--- config.mk ---
export PLATFORM = sky130hd
export DESIGN_NAME = tt_lut_engine
export DESIGN_NICKNAME = d
export VERILOG_FILES = /design/src/rtl/tt_pkg.sv /design/src/rtl/tt_lut_sel.sv /design/src/rtl/tt_lut_engine.sv
export SDC_FILE = /design/constraint.sdc
export NUM_CORES = 1
export LEC_CHECK = 0
export ABC_AREA = 1
export ABC_CLOCK_PERIOD_IN_PS = 2300
export BUFFER_PORTS_ARGS = -buffer_cell sky130_fd_sc_hd__buf_2
export CORE_MARGIN = 5
export CORE_UTILIZATION = 55
export DETAILED_ROUTE_END_ITERATION = 7
export PLACE_DENSITY = 0.8
export RECOVER_POWER = 100
export SYNTH_ARGS = -nofsm -noshare
export SYNTH_HDL_FRONTEND = slang
export SYNTH_HIERARCHICAL = 1
export SYNTH_SLANG_ARGS = --single-unit
--- constraint.sdc ---
create_clock -name clk -period 2.3 [get_ports clk]
set_input_delay 0.46 -clock clk [delete_from_list [all_inputs] [get_ports clk]]
set_output_delay 0.46 -clock clk [all_outputs]
set_load 0.02 [all_outputs]
--- src/rtl/tt_pkg.sv ---
// Shared definitions for the truth-table LUT engine: FSM state encoding and table sizing.
package tt_pkg;

    typedef enum logic [1:0] {
        IDLE  = 2'd0,
        SWEEP = 2'd1,
        DONE  = 2'd2
    } state_t;

    function automatic int unsigned tt_width(input int unsigned n_in);
        return 32'd1 << n_in;
    endfunction

endpackage

--- src/rtl/tt_lut_sel.sv ---
// Combinational single-bit select from a truth table; used for both evaluation and sweep reads.
module tt_lut_sel
    import tt_pkg::*;
#(
    parameter int unsigned N_IN = 4,
    localparam int unsigned TT_W = tt_width(N_IN)
) (
    input  logic [TT_W-1:0] tt,
    input  logic [N_IN-1:0] sel,
    output logic            value
);

    assign value = tt[sel];

endmodule

--- src/rtl/tt_lut_engine.sv ---
// Programmable N_IN-input truth-table engine with a ready/valid evaluation path and a
// self-sweep that reads the active table back and counts mismatches against an expected table.
module tt_lut_engine
    import tt_pkg::*;
#(
    parameter int unsigned N_IN = 4,
    localparam int unsigned TT_W = tt_width(N_IN),
    parameter logic [TT_W-1:0] DEFAULT_TT = 16'h5215
) (
    input  logic            clk,
    input  logic            rst_n,
    input  logic            cfg_valid,
    output logic            cfg_ready,
    input  logic [TT_W-1:0] cfg_tt,
    input  logic            in_valid,
    output logic            in_ready,
    input  logic [N_IN-1:0] in_vec,
    output logic            out_valid,
    input  logic            out_ready,
    output logic            out_bit,
    input  logic            sweep_start,
    input  logic [TT_W-1:0] sweep_exp,
    output logic            sweep_busy,
    output logic            sweep_done,
    output logic [TT_W-1:0] sweep_tt,
    output logic [N_IN:0]   sweep_err_cnt
);

    localparam logic [N_IN-1:0] IDX_LAST = '1;
    localparam logic [N_IN-1:0] IDX_ONE  = 1;
    localparam logic [N_IN:0]   CNT_ONE  = 1;

    state_t          state_q;
    state_t          state_d;
    logic [TT_W-1:0] tt_q;
    logic [TT_W-1:0] exp_q;
    logic [N_IN-1:0] idx;
    logic            eval_bit;
    logic            sweep_bit;

    tt_lut_sel #(.N_IN(N_IN)) u_sel_eval (
        .tt    (tt_q),
        .sel   (in_vec),
        .value (eval_bit)
    );

    tt_lut_sel #(.N_IN(N_IN)) u_sel_sweep (
        .tt    (tt_q),
        .sel   (idx),
        .value (sweep_bit)
    );

    assign cfg_ready  = (state_q == IDLE);
    assign in_ready   = (state_q == IDLE) && (!out_valid || out_ready);
    assign sweep_busy = (state_q != IDLE);
    assign sweep_done = (state_q == DONE);

    always_ff @(posedge clk or negedge rst_n) begin
        if (!rst_n) begin
            state_q <= IDLE;
        end else begin
            state_q <= state_d;
        end
    end

    always_comb begin
        state_d = state_q;
        case (state_q)
            IDLE:    if (sweep_start) state_d = SWEEP;
            SWEEP:   if (idx == IDX_LAST) state_d = DONE;
            DONE:    state_d = IDLE;
            default: state_d = IDLE;
        endcase
    end

    // A cfg load and an eval in the same cycle: eval_bit is sampled from the pre-load tt_q.
    always_ff @(posedge clk or negedge rst_n) begin
        if (!rst_n) begin
            tt_q          <= DEFAULT_TT;
            exp_q         <= '0;
            idx           <= '0;
            out_valid     <= 1'b0;
            out_bit       <= 1'b0;
            sweep_tt      <= '0;
            sweep_err_cnt <= '0;
        end else begin
            if (cfg_valid && cfg_ready) begin
                tt_q <= cfg_tt;
            end

            if (in_valid && in_ready) begin
                out_valid <= 1'b1;
                out_bit   <= eval_bit;
            end else if (out_ready) begin
                out_valid <= 1'b0;
            end

            case (state_q)
                IDLE: begin
                    if (sweep_start) begin
                        exp_q         <= sweep_exp;
                        sweep_tt      <= '0;
                        sweep_err_cnt <= '0;
                        idx           <= '0;
                    end
                end
                SWEEP: begin
                    sweep_tt[idx] <= sweep_bit;
                    if (sweep_bit != exp_q[idx]) begin
                        sweep_err_cnt <= sweep_err_cnt + CNT_ONE;
                    end
                    if (idx != IDX_LAST) begin
                        idx <= idx + IDX_ONE;
                    end
                end
                default: ;
            endcase
        end
    end

endmodule

# Yosys cells after proc, flatten, opt, wreduce, memory -nomap -nowiden
# Cells that the tools add are included.
# W data, S select, Z words.
# totals
ff_bits	61
out_inout_bits	27
in_bits	42
elab_cells	59
# classes
mux	22
n_eq_ne	9
order_cmp	3
n_addsub	2
reduce_logical	15
# op_table
operator	count
$pmux W16 S2	1
$bwmux W16	1
$mux W16	1
$bmux W1 S4	3
$lt A4 B5 Y1 const B	2
$mux W5	2
$pmux W5 S2	1
$mux W4	2
$pmux W4 S2	1
$mux W1	6
$ne A2 B2 Y1 const B	3
$reduce_and A2 Y1	3
$reduce_and A3 Y1	2
$reduce_bool A2 Y1	3
$add A5 B1 Y5 const B	1
$add A4 B1 Y4 const B	1
$demux W1 S4	1
$eq A4 B4 Y1 const B	1
$ge A4 B1 Y1 const B	1
$logic_and A1 B1 Y1	4
$mux W2	2
$ne A4 B4 Y1 const B	1
$pmux W2 S2	1
$eq A2 B1 Y1 const B	1
other kinds (6)	6

# Logic depth before layout (Yosys ltp)
# depth
ltp_word	6
mapped_depth	15
depth_no_buf	13

# Hierarchy
# Netlist, hierarchy kept.
# modules_own_cells
module	seq_area_each_um2	n_inst	cells_per_inst	area_per_inst_um2
tt_lut_engine	1534.0	1	320	2854.0
tt_lut_sel	0.0	2	50	230.2

# Worst setup path before layout
# No wires, ideal clock.
# synth_timing
path_type	reg2reg
start	register idx[0]
end	register sweep_err_cnt[2]
arrival_time_ps	1747
n_path_buf	2
synth_period_minus_slack_ps	1864
setup_time_ps	118
stages_incl_launch_ff	15
required_time_ps	2182
slack_ps	436
cell_sequence	dfrtp_1 -> buf_6 -> inv_8 -> nand2_2 -> nand2_1 -> nand2_1 -> nand3_1 -> nand3_1 -> nand2_1 -> clkbuf_2 -> clkinv_1 -> nor2_1 -> nand2_2 -> nand4_1 -> nand2_1
# synth_between
elab_chain_len	5
word_cells_on_any_way	7
cone_classes	2 x eq/ne; 4 x mux; 1 x reduce/logical
# synth_lines
item	line_no	text
from (decl)	tt_lut_engine.sv:37	logic [N_IN-1:0] idx;
from (signal assigned)	tt_lut_engine.sv:113	idx <= idx + IDX_ONE;
$bmux W1 S4	tt_lut_sel.sv:13	assign value = tt[sel];
$mux W1 (not written as such)	tt_lut_sel.sv:13	
via sweep_bit	tt_lut_engine.sv:39	logic sweep_bit;
$ne A1 B1 Y1	tt_lut_engine.sv:109	if (sweep_bit != exp_q[idx]) begin
$ne A2 B2 Y1 (no line)	--	
$reduce_and A3 Y1 (no line)	--	
to (signal assigned)	tt_lut_engine.sv:110	sweep_err_cnt <= sweep_err_cnt + CNT_ONE;
to (decl)	tt_lut_engine.sv:26	output logic [N_IN:0] sweep_err_cnt
# The timed path passes the listed nets, and every way through them passes these cells. The select of a mux whose other input is x is not followed.
# A chain may end at the register's enable or synchronous reset.

# Worst setup path in the final report
# layout_timing
start	register idx[0]
end	register sweep_err_cnt[0]
# layout_between
elab_chain_len	5
word_cells_on_any_way	7
cone_classes	2 x eq/ne; 4 x mux; 1 x reduce/logical
# layout_lines
item	line_no
$bmux W1 S4 (on tied branches)	tt_lut_sel.sv:13, tt_lut_engine.sv:109
$mux W1 (on tied branches)	tt_lut_sel.sv:13, tt_lut_engine.sv:109
$ne A1 B1 Y1 *	tt_lut_engine.sv:109
$ne A2 B2 Y1 (no line) *	--
$reduce_and A3 Y1 (no line) *	--
# Every way passes the cells marked *; elsewhere a longest branch is shown, timed or not. The select of a mux whose other input is x is not followed.

==> metrics.md <==
| Metric | Value |
|---|---|
| Final std cells w/o fill | `573` |
| Deepest clock path buffer count | `2` |
| GPL Wtd Cong | `around 0.87` |
| Main synth FF type | `dfrtp_1` |
| Routed WL | `roughly 7400 microns` |
| Vias | `2869` |
| Power density over the cells | `1490 mW/mm^2` |
| Min Tclk post-route | `2050 ps` |
| Total Routing Usage GR | `0.213` |
| Synth async-reset ratio | `1.00` |
| Mean Syn Cell Area | `~8 sq um` |
| Number of warnings issued by yosys | `6` |
| Post-synthesis cell count | `420` |
| TritonCTS clock tree | `yes` |
| Worst-path cell chain | `buf_4 -> inv_1 -> nand2_1 -> nand3_1 -> nand2_1 -> nand2_2 -> nand2_4 -> o21ai_4 -> nand3_2 -> nand2_1 -> nand2_1` |
| I/O pin count | `69` |
| Top cells by count, synth | `nand2_1 (111), inv_1 (70), dfrtp_1 (55)` |
| Max-cap violations | `0` |
| Number of synthesized flops with an enable pin | `0` |
| Layout cells sized above 1 | `0.215` |
| CP Capture Type | `register` |
| Core Footprint | `0.00589 sq mm` |
| Dpl cells | `roughly 560` |
| PnR Total Power | `5.78 mW` |
| Clk sinks | `61` |
| Max incr delay on CP | `530 ps` |
| Global route overflow | `0` |
| Die area | `0.00768 sq mm` |
| Register bit total from synthesis | `61` |
| Max frequency | `487 MHz` |
| Unrepaired setup endpoints after global routing | `false` |
| # DRC | `0` |
| 1st-iter DRT viols | `98` |
| CTS hold repair buffers | `0` |
| Pin count of the biggest net entering global routing | `34` |
| Syn_nets | `approximately 470` |
| Slew Limit Fails | `0` |
| Postcts setup bufs | `0` |
| Status | `completed` |
| HP Class | `in2async` |
| Vias in the first global route | `2902` |
| Top post-synthesis cells by area | `dfrtp_1 (42%), nand2_1 (13%), inv_1 (7.9%), nand3_1 (5.7%), mux2_2 (5.4%)` |
| Port Buffer Count | `just under 70` |
| CP top delay family | `simple AND/OR/NAND/NOR gates` |
| Area leader, netlist | `dfrtp_1` |
| DR WL/cell | `12.9 microns` |
| Slew headroom | `0.261` |
| Initial antenna violation count | `0` |
| CP required | `2540 ps` |
| First-pass GRT wire length | `12700 microns` |
| Area of the multi-input gates | `0.00139 sq mm` |
| DRT Pass-1 Iters | `4` |
| Post-Syn Area | `0.00331 sq mm` |
| Maximum vdd drop | `0.000694 V` |
| Clk Latency, worst-skew pair | `350 ps` |
| Post-synthesis sequential area ratio | `0.463` |
| FP Rows | `28` |
| Setup TNS | `0 ps` |
| Most numerous cell in the Yosys netlist | `nand2_1` |
| Root buf cell | `clkbuf_8` |
| Layout area overhead | `17.2%` |
| Startpoint types | `register` |
| Static leakage | `roughly 2.1 nW` |
| Hold Vio Cnt, Final | `0` |
| Post-DR vias/cell | `5.01` |
| Num CTS Buffers | `9` |
| Fin nets | `540` |
| Fillcell total | `532` |
| Placed inst area | `0.00372 sq mm` |
| CP max stage cell | `dfrtp_1` |
| Antenna cells | `0` |
| Final setup fails | `0` |
| Die Wd | `87.6 microns` |
| CP Class | `reg2reg` |
| CP dominant cell by count | `nand2_1` |
| Final Instance Area | `0.00388 sq mm` |
| Starting Density | `0.563` |
| DP HPWL | `5410 microns` |
| H-tree levels | `3` |
| Clk pin slew, worst setup/hold paths | `roughly 70 ps` |
| Critical path peak fanout | `14` |
| Post-synth cell types | `30` |
| Fin crit share | `0.892` |
| Buf/Inv on CP | `2` |
| Clock Skews | `11.2 ps` |
| Synth top area share | `0.415` |
| FF/Latch Area | `0.00153 sq mm` |
| Die Height | `87.6 microns` |
| CTS resizes | `0` |
| Worst Max-Slew Pin Slew | `1110 ps` |
| Antenna-violating nets left | `0` |
| Worst EP arrival | `2300 ps` |
==> report_power, final <==
group          total (mW)  internal [mW]  switching [mW]
Sequential           2.01           1.61           0.400
Combinational        2.67          0.934            1.74
Clock                1.09          0.666           0.426
==> worst register-to-register path, cell delays in order (launching register included) <==
cell and delay, ps:
dfrtp_1 530, buf_4 260, inv_1 250, nand2_1 90, nand3_1 70, nand2_1 80, nand2_2 90, nand2_4 60
o21ai_4 220, nand3_2 150, nand2_1 100, nand2_1 50
==> routing by layer <==
| metal | vias to the layer above | track usage | wire (microns) |
|---|---|---|---|
| li1 | 1447 | - | - |
| met1 | 1319 | 0.261 | 3170 |
| met2 | 86 | 0.349 | 3620 |
| met3 | 17 | 0.0452 | 457 |
| met4 | 0 | 0.116 | 164 |
| met5 | - | 0 | 0 |
==> worst paths after layout <==
path | depth (start not counted) | slack [ps] | from | to
setup reg to reg | 11 | 250 | idx[0]$_DFFE_PN0P_ | sweep_err_cnt[0]$_DFFE_PN0P_
hold / removal | 1 | 300 | rst_n | tt_q[1]$_DFFE_PN0P_
max in group asynchronous | 2 | 880 | rst_n | tt_q[2]$_DFFE_PN1P_
setup / recovery | 11 | 250 | idx[0]$_DFFE_PN0P_ | sweep_err_cnt[0]$_DFFE_PN0P_
min in group clk | 3 | 310 | sweep_exp[0] | exp_q[0]$_DFFE_PN0P_
hold reg to reg | 1 | 510 | out_bit$_DFFE_PN0P_ | out_bit$_DFFE_PN0P_
==> state kept, by name, indices dropped and copies added, names as in the netlist <==
name and cells:
exp_q 16, sweep_tt 16, tt_q 16, sweep_err_cnt 5, idx 4, state_q 2
out_bit 1, out_valid 1
==> cells in the final DEF (no fill, tap or decap), types with 6 or more instances in the layout <==
master,synthesis,routed
buf_2,3,40
o21ai_0,27,27
nand3_1,38,38
dfstp_2,6,6
mux2_2,16,16
a21oi_1,16,16
dfrtp_1,55,55
clkbuf_8,0,11
nor2_1,25,26
clkbuf_1,3,29
nand2_2,15,15
inv_1,70,71
nand2_1,111,111
==> cells by family (layout without fill, tap and decap cells) <==
group	after synthesis	count (layout)	synth area share
flip-flops	61	61	0.463
XOR/XNOR	3	3	0.00793
buffers and inverters	89	167	0.114
AND/OR/NAND/NOR	200	200	0.266
adder cells (fa/ha/maj)	5	5	0.0189
multiplexers	18	18	0.0608
AO/OA/AOI/OAI	44	44	0.0698
==> through the flow <==
step | util | setup slack (ps) | hold slack (ps)
after CTS | 0.670 | 297 | 57.0
after global placement | 0.632 | 416 | 439
final | 0.660 | 248 | 298
after global routing | 0.660 | 15.8 | 325
after floorplan | - | 436 | 164
after detailed placement | 0.632 | 304 | 439
==> cell type report <==
type	instances	area share
clock buffer	12	0.0399
timing repair buffer	73	0.0863
inverter	78	0.0792
clock inverter	4	0.0180
tap	75	0.0242
sequential	61	0.395
multi-input combinational	270	0.357
No activity file was read; power rests on OpenSTA's default activity.
